### src/rtl/bus_mem_pkg.sv
// rtl/bus_mem_pkg.sv - shared types and constants for the block-bus memory responder
//
// Purpose: responder FSM state encoding, request op encoding and the default
// geometry/latency used by bus_mem_responder and bus_mem_array.
// Ports: none (package).
package bus_mem_pkg;

  localparam int BUS_ADDR_W      = 5;
  localparam int BUS_DATA_W      = 16;
  localparam int BUS_MEM_LATENCY = 4;

  typedef enum logic [1:0] {
    IDLE = 2'd0,
    WAIT = 2'd1,
    DONE = 2'd2
  } state_t;

  typedef enum logic {
    OP_RD = 1'b0,
    OP_WR = 1'b1
  } op_t;

endpackage

### src/rtl/bus_mem_array.sv
// rtl/bus_mem_array.sv - flop-based block storage with one registered read and one write port
//
// Purpose: 2**ADDR_W blocks of DATA_W bits. Reset loads every block with its
// byte-index pattern: byte lane k of block a = (a*DATA_W/8 + k) mod 256.
// Ports:
//   clk, reset           - rising-edge clock, synchronous active-high reset
//   rd_en_i, rd_addr_i   - load rd_data_o with the addressed block on this edge
//   rd_data_o            - registered read data, holds between reads, 0 after reset
//   wr_en_i, wr_addr_i,
//   wr_data_i            - write the addressed block on this edge
module bus_mem_array
  import bus_mem_pkg::*;
#(
  parameter int ADDR_W = BUS_ADDR_W,
  parameter int DATA_W = BUS_DATA_W
) (
  input  logic              clk,
  input  logic              reset,
  input  logic              rd_en_i,
  input  logic [ADDR_W-1:0] rd_addr_i,
  output logic [DATA_W-1:0] rd_data_o,
  input  logic              wr_en_i,
  input  logic [ADDR_W-1:0] wr_addr_i,
  input  logic [DATA_W-1:0] wr_data_i
);

  localparam int DEPTH  = 2 ** ADDR_W;
  localparam int NBYTES = DATA_W / 8;

  logic [DATA_W-1:0] mem_q [DEPTH];
  logic [DATA_W-1:0] rd_data_q;

  always_ff @(posedge clk) begin
    if (reset) begin
      rd_data_q <= '0;
      // The 8-bit cast performs the mod-256 wrap of the byte index.
      for (int a = 0; a < DEPTH; a++) begin
        for (int k = 0; k < NBYTES; k++) begin
          mem_q[a][8*k +: 8] <= 8'(a * NBYTES + k);
        end
      end
    end else begin
      if (rd_en_i) begin
        rd_data_q <= mem_q[rd_addr_i];
      end
      if (wr_en_i) begin
        mem_q[wr_addr_i] <= wr_data_i;
      end
    end
  end

  assign rd_data_o = rd_data_q;

endmodule

### src/rtl/bus_mem_responder.sv
// rtl/bus_mem_responder.sv - main-memory responder for the cache block bus
//
// Purpose: accepts one block read (fetch) or write (write-back) at a time and
// completes it LATENCY cycles after the request is first seen, with a
// one-cycle bus_done pulse. Optional macro BUS_MEM_STATS_EN adds saturating
// completed-read/write counters.
// Ports:
//   clk, reset           - rising-edge clock, synchronous active-high reset
//   bus_rd, bus_wr       - fetch / write-back request, held until bus_done
//   bus_addr             - block address
//   bus_wdata            - write-back data
//   bus_rdata            - fetched data, valid in the bus_done cycle of a read
//   bus_done             - one-cycle completion pulse
//   rd_count, wr_count   - (BUS_MEM_STATS_EN only) completed reads / writes
module bus_mem_responder
  import bus_mem_pkg::*;
#(
  parameter int ADDR_W  = BUS_ADDR_W,
  parameter int DATA_W  = BUS_DATA_W,
  parameter int LATENCY = BUS_MEM_LATENCY
) (
  input  logic              clk,
  input  logic              reset,
  input  logic              bus_rd,
  input  logic              bus_wr,
  input  logic [ADDR_W-1:0] bus_addr,
  input  logic [DATA_W-1:0] bus_wdata,
  output logic [DATA_W-1:0] bus_rdata,
  output logic              bus_done
`ifdef BUS_MEM_STATS_EN
  ,
  output logic [15:0]       rd_count,
  output logic [15:0]       wr_count
`endif
);

  localparam logic [3:0] CNT_INIT = 4'(LATENCY - 1);

  state_t            state_q;
  logic [3:0]        cnt_q;
  op_t               op_q;
  logic [ADDR_W-1:0] addr_q;
  logic [DATA_W-1:0] wdata_q;
  logic              done_q;

  logic              req;
  logic              rd_en;
  logic [ADDR_W-1:0] rd_addr;
  logic              wr_en;

  assign req = bus_rd | bus_wr;

  // The read port loads on the edge entering DONE. With LATENCY==1 that edge
  // is the IDLE acceptance edge, so the live bus inputs are used directly.
  always_comb begin
    rd_en   = 1'b0;
    rd_addr = addr_q;
    if (state_q == IDLE && LATENCY == 1) begin
      rd_en   = bus_rd & ~bus_wr;
      rd_addr = bus_addr;
    end else if (state_q == WAIT && cnt_q == 4'd1) begin
      rd_en = (op_q == OP_RD);
    end
  end

  // Writes commit on the edge leaving DONE.
  assign wr_en = (state_q == DONE) && (op_q == OP_WR);

  always_ff @(posedge clk) begin
    if (reset) begin
      state_q <= IDLE;
      cnt_q   <= '0;
      op_q    <= OP_RD;
      addr_q  <= '0;
      wdata_q <= '0;
      done_q  <= 1'b0;
    end else begin
      case (state_q)
        IDLE: begin
          if (req) begin
            addr_q  <= bus_addr;
            wdata_q <= bus_wdata;
            op_q    <= bus_wr ? OP_WR : OP_RD;
            if (LATENCY == 1) begin
              state_q <= DONE;
              done_q  <= 1'b1;
            end else begin
              state_q <= WAIT;
              cnt_q   <= CNT_INIT;
            end
          end
        end
        WAIT: begin
          cnt_q <= cnt_q - 4'd1;
          if (cnt_q == 4'd1) begin
            state_q <= DONE;
            done_q  <= 1'b1;
          end
        end
        DONE: begin
          state_q <= IDLE;
          done_q  <= 1'b0;
        end
        default: begin
          state_q <= IDLE;
          done_q  <= 1'b0;
        end
      endcase
    end
  end

  bus_mem_array #(
    .ADDR_W(ADDR_W),
    .DATA_W(DATA_W)
  ) u_array (
    .clk      (clk),
    .reset    (reset),
    .rd_en_i  (rd_en),
    .rd_addr_i(rd_addr),
    .rd_data_o(bus_rdata),
    .wr_en_i  (wr_en),
    .wr_addr_i(addr_q),
    .wr_data_i(wdata_q)
  );

  assign bus_done = done_q;

`ifdef BUS_MEM_STATS_EN
  logic [15:0] rd_count_q;
  logic [15:0] wr_count_q;

  always_ff @(posedge clk) begin
    if (reset) begin
      rd_count_q <= '0;
      wr_count_q <= '0;
    end else if (state_q == DONE) begin
      if (op_q == OP_WR) begin
        if (wr_count_q != 16'hFFFF) wr_count_q <= wr_count_q + 16'd1;
      end else begin
        if (rd_count_q != 16'hFFFF) rd_count_q <= rd_count_q + 16'd1;
      end
    end
  end

  assign rd_count = rd_count_q;
  assign wr_count = wr_count_q;
`endif

endmodule

### config.mk
export PLATFORM = sky130hd
export DESIGN_NAME = bus_mem_responder
export DESIGN_NICKNAME = d
export VERILOG_FILES = /design/src/rtl/bus_mem_pkg.sv /design/src/rtl/bus_mem_array.sv /design/src/rtl/bus_mem_responder.sv
export SDC_FILE = /design/constraint.sdc
export NUM_CORES = 1
export LEC_CHECK = 0
export ABC_AREA = 1
export BUFFER_PORTS_ARGS = -buffer_cell sky130_fd_sc_hd__clkbuf_2
export CAP_MARGIN = 25
export CORE_AREA = 4 4 218 220
export DETAILED_ROUTE_END_ITERATION = 10
export DIE_AREA = 0 0 222 224
export GPL_TIMING_DRIVEN = 0
export PLACE_DENSITY = 0.73
export SETUP_SLACK_MARGIN = 0.2
export SYNTH_ARGS = -nofsm -noshare
export SYNTH_HDL_FRONTEND = slang
export SYNTH_SLANG_ARGS = --single-unit
### constraint.sdc
create_clock -name clk -period 2.8 [get_ports clk]
set_input_delay 0.56 -clock clk [delete_from_list [all_inputs] [get_ports clk]]
set_output_delay 0.56 -clock clk [all_outputs]
set_load 0.1 [all_outputs]
==> reports/metrics.yaml <==
drt:
  drc: 0
  vias: 20800
  drtIter0Drc: 3011
  wl_per_cell_um: 23.7
  wl_mm: 86.1
  dr.pass1.iters: 8
  antenna_left: 0
  routed_via_density: 5.74
synthesis:
  synth_common_cells: "nand2_1 (1493), edfxtp_1 (512), nor2_1 (333)"
  synth.distinct_cells: 31
  synth.area.mux_share: 0
  synth-simple-area-share: 0.304
  yosysSeqAreaShare: 0.631
  synth_top_area_frac: 0.596
  synth-compound-area-share: 0.0139
  synth-edff-count: 512
  netlist_instances: 2876
  synthXorXnorAreaFrac: 0
  synth_area_per_cell_um2: 8.97
  synth_seq_cells: 557
  yosys-top-cells-area: "edfxtp_1 (60%), nand2_1 (22%), nor2_1 (4.8%)"
  synth_fa_ha_area_frac: 0.000970
  synth_warnings: 0
  synth.cell_area_um2: 25800
  syn-num-nets: 2903
  synth_top_area_cell: "edfxtp_1"
  synthArstFlopShare: 0
  synth_most_common_cell: "nand2_1"
  synth_top_family_by_area: "simple AND/OR/NAND/NOR gates"
  ys.flop_type: "edfxtp_1"
job:
  cap_violations: 0
clocking:
  cts.path.max_buffers: 3
  cts_tree: "yes"
  cts_buffers: 55
  cts_max_level: 2
  clkSlewWorstSetupHoldPaths_ns: 0.06
  cts-root-buf: "clkbuf_16"
  clock_sinks: 557
  clk_latency_ns: 0.63
  postCtsSetupBuffers: 0
placement:
  dpl.hpwl_mm: 60.9
  port_buffers: 41
  postPlaceCellArea_um2: 26900
  routabilityCongestion: 0.993
cells_and_area:
  num_antenna_cells: 0
  nFillCells: 3847
  syn_to_final_growth_pct: 11.7
  layout-drive-gt1-share: 0.116
  nets: 3012
  design_area_um2: 28800
timing:
  fin_crit_ns: 2.65
  slew_headroom: 0.197
  max_clock_freq_ghz: 0.378
  fin_skew_ns: 0.0211
  slew_viol_final: 0
  whs_ns: 0.213
  fin_setup_tns_ns: 0
  period_share: 0.946
  worstMarginPinSlew_ns: 1.20
  finalSetupViolations: 0
  rsz0062_at_grt: "true"
  hold_viol: 0
power_and_ir_drop:
  vdd_drop_max_v: 0.000555
  power_density_nw_per_um2: 697
  leakagePower_uw: 0.0116
grt:
  grt_use_total: 0.338
  grt_pass1_vias: 19200
  gr-total-overflow: 0
  grt_max_degree: 17
  antenna_found_initial: 0
  grt_first_pass_wirelength_mm: 123
worst_setup_path:
  worstSetupStartpointType: "primary input"
  r2r-end: "u_array.mem_q[19][0]"
  rrSetupSlack_ns: 0.25
  r2r_cells: 7
  reg2reg_from: "addr_q[1]"
  crit_type: "in2reg"
  worstPathMaxFanout: 16
  crit_required_ns: 2.96
  end_kind: "flop"
  cp.arrival_ns: 2.81
floorplanning:
  io_pins: 42
  initial_core_util: 0.570
  coreArea_um2: 45300
  die_h_um: 224
  dieArea_um2: 49700
  die_w_um: 222
  core.rowCount: 78
hold_path:
  hp-start: "bus_wdata[13]"
  whs_endpoint: "wdata_q[13]"
  whs_path_depth: 3
  min_path_type: "in2reg"
status:
  status: "completed"
layout by cell type (no fill, tap or decap), types with 11 or more instances in the layout:
master,count
nor2_4,23
dfxtp_1,45
nor2_2,33
clkbuf_2,42
buf_8,11
clkinv_2,12
o21ai_0,22
clkbuf_16,58
nand2_2,26
nand3_1,51
inv_2,35
buf_2,55
nor2_1,333
inv_1,82
edfxtp_1,512
clkbuf_1,103
nand2_1,1467
a21oi_1,43
final cells by class:
cell class                 count  area, um2  area share
tap                          600        751      0.0260
sequential                   557      16300       0.565
clock inverter                21        188     0.00651
buffer                       171        812      0.0282
multi-input combinational   2023       8310       0.288
inverter                     125        487      0.0169
clock buffer                  82       1630      0.0566
timing repair buffer          52        370      0.0128
worst max-delay path: stages:
cell,delay [ns]
clkbuf_2,0.12
inv_2,0.09
clkbuf_1,0.46
clkbuf_1,0.83
nand2_1,0.74
flip-flops by register name, indices dropped and copies added (netlist names):
register           flops
u_array.mem_q        512
u_array.rd_data_o     16
wdata_q               16
addr_q                 5
cnt_q                  4
state_q                2
bus_done               1
op_q                   1
routing by layer:
metal / vias up / track usage / wire length (um) / share of wire
li1: 9323 / - / - / -
met1: 9793 / 0.474 / 32100 / 0.37
met2: 1473 / 0.508 / 37500 / 0.44
met3: 254 / 0.0615 / 11200 / 0.13
met4: 0 / 0.185 / 5250 / 0.061
met5: - / 0 / 0 / 0
power by group:
group          internal, uW  switching [uW]
combinational           636            2550
clock                  4300            3260
sequential             9270            82.8
through the flow:
step	util	setup slack, ns	std cells	total power (uW)
finish	0.637	0.151	3631	20100
global route	0.637	0.172	3631	20600
CTS	0.635	0.162	3628	19900
detailed placement	0.594	-0.348	3525	12600
global placement	0.591	-0.286	3517	12500
floorplan	-	0.614	2876	11300
worst max path at each step:
stage / from / to / cells after the start
finish: reset / u_array.mem_q[19][0] / 5
global route: addr_q[0] / u_array.mem_q[17][12] / 8
CTS: addr_q[1] / u_array.mem_q[0][10] / 7
detailed placement: reset / u_array.mem_q[31][12] / 5
global placement: reset / u_array.mem_q[13][10] / 5
floorplan: reset / u_array.mem_q[2][0] / 8
cells by family (layout without fill, tap and decap cells):
logic type	Yosys count	after routing
simple gates	1952	1952
flops	557	557
buf+inv	296	451
compound gates	69	69
fa+ha+maj	2	2
what timing repair did:
item | in CTS | in global routing
gates resized for setup | 15 | 17
pin swaps | 0 | 0
hold buffers | 0 | 0
setup endpoints to repair | 249 | 256
(Power assumes the default switching activity.)
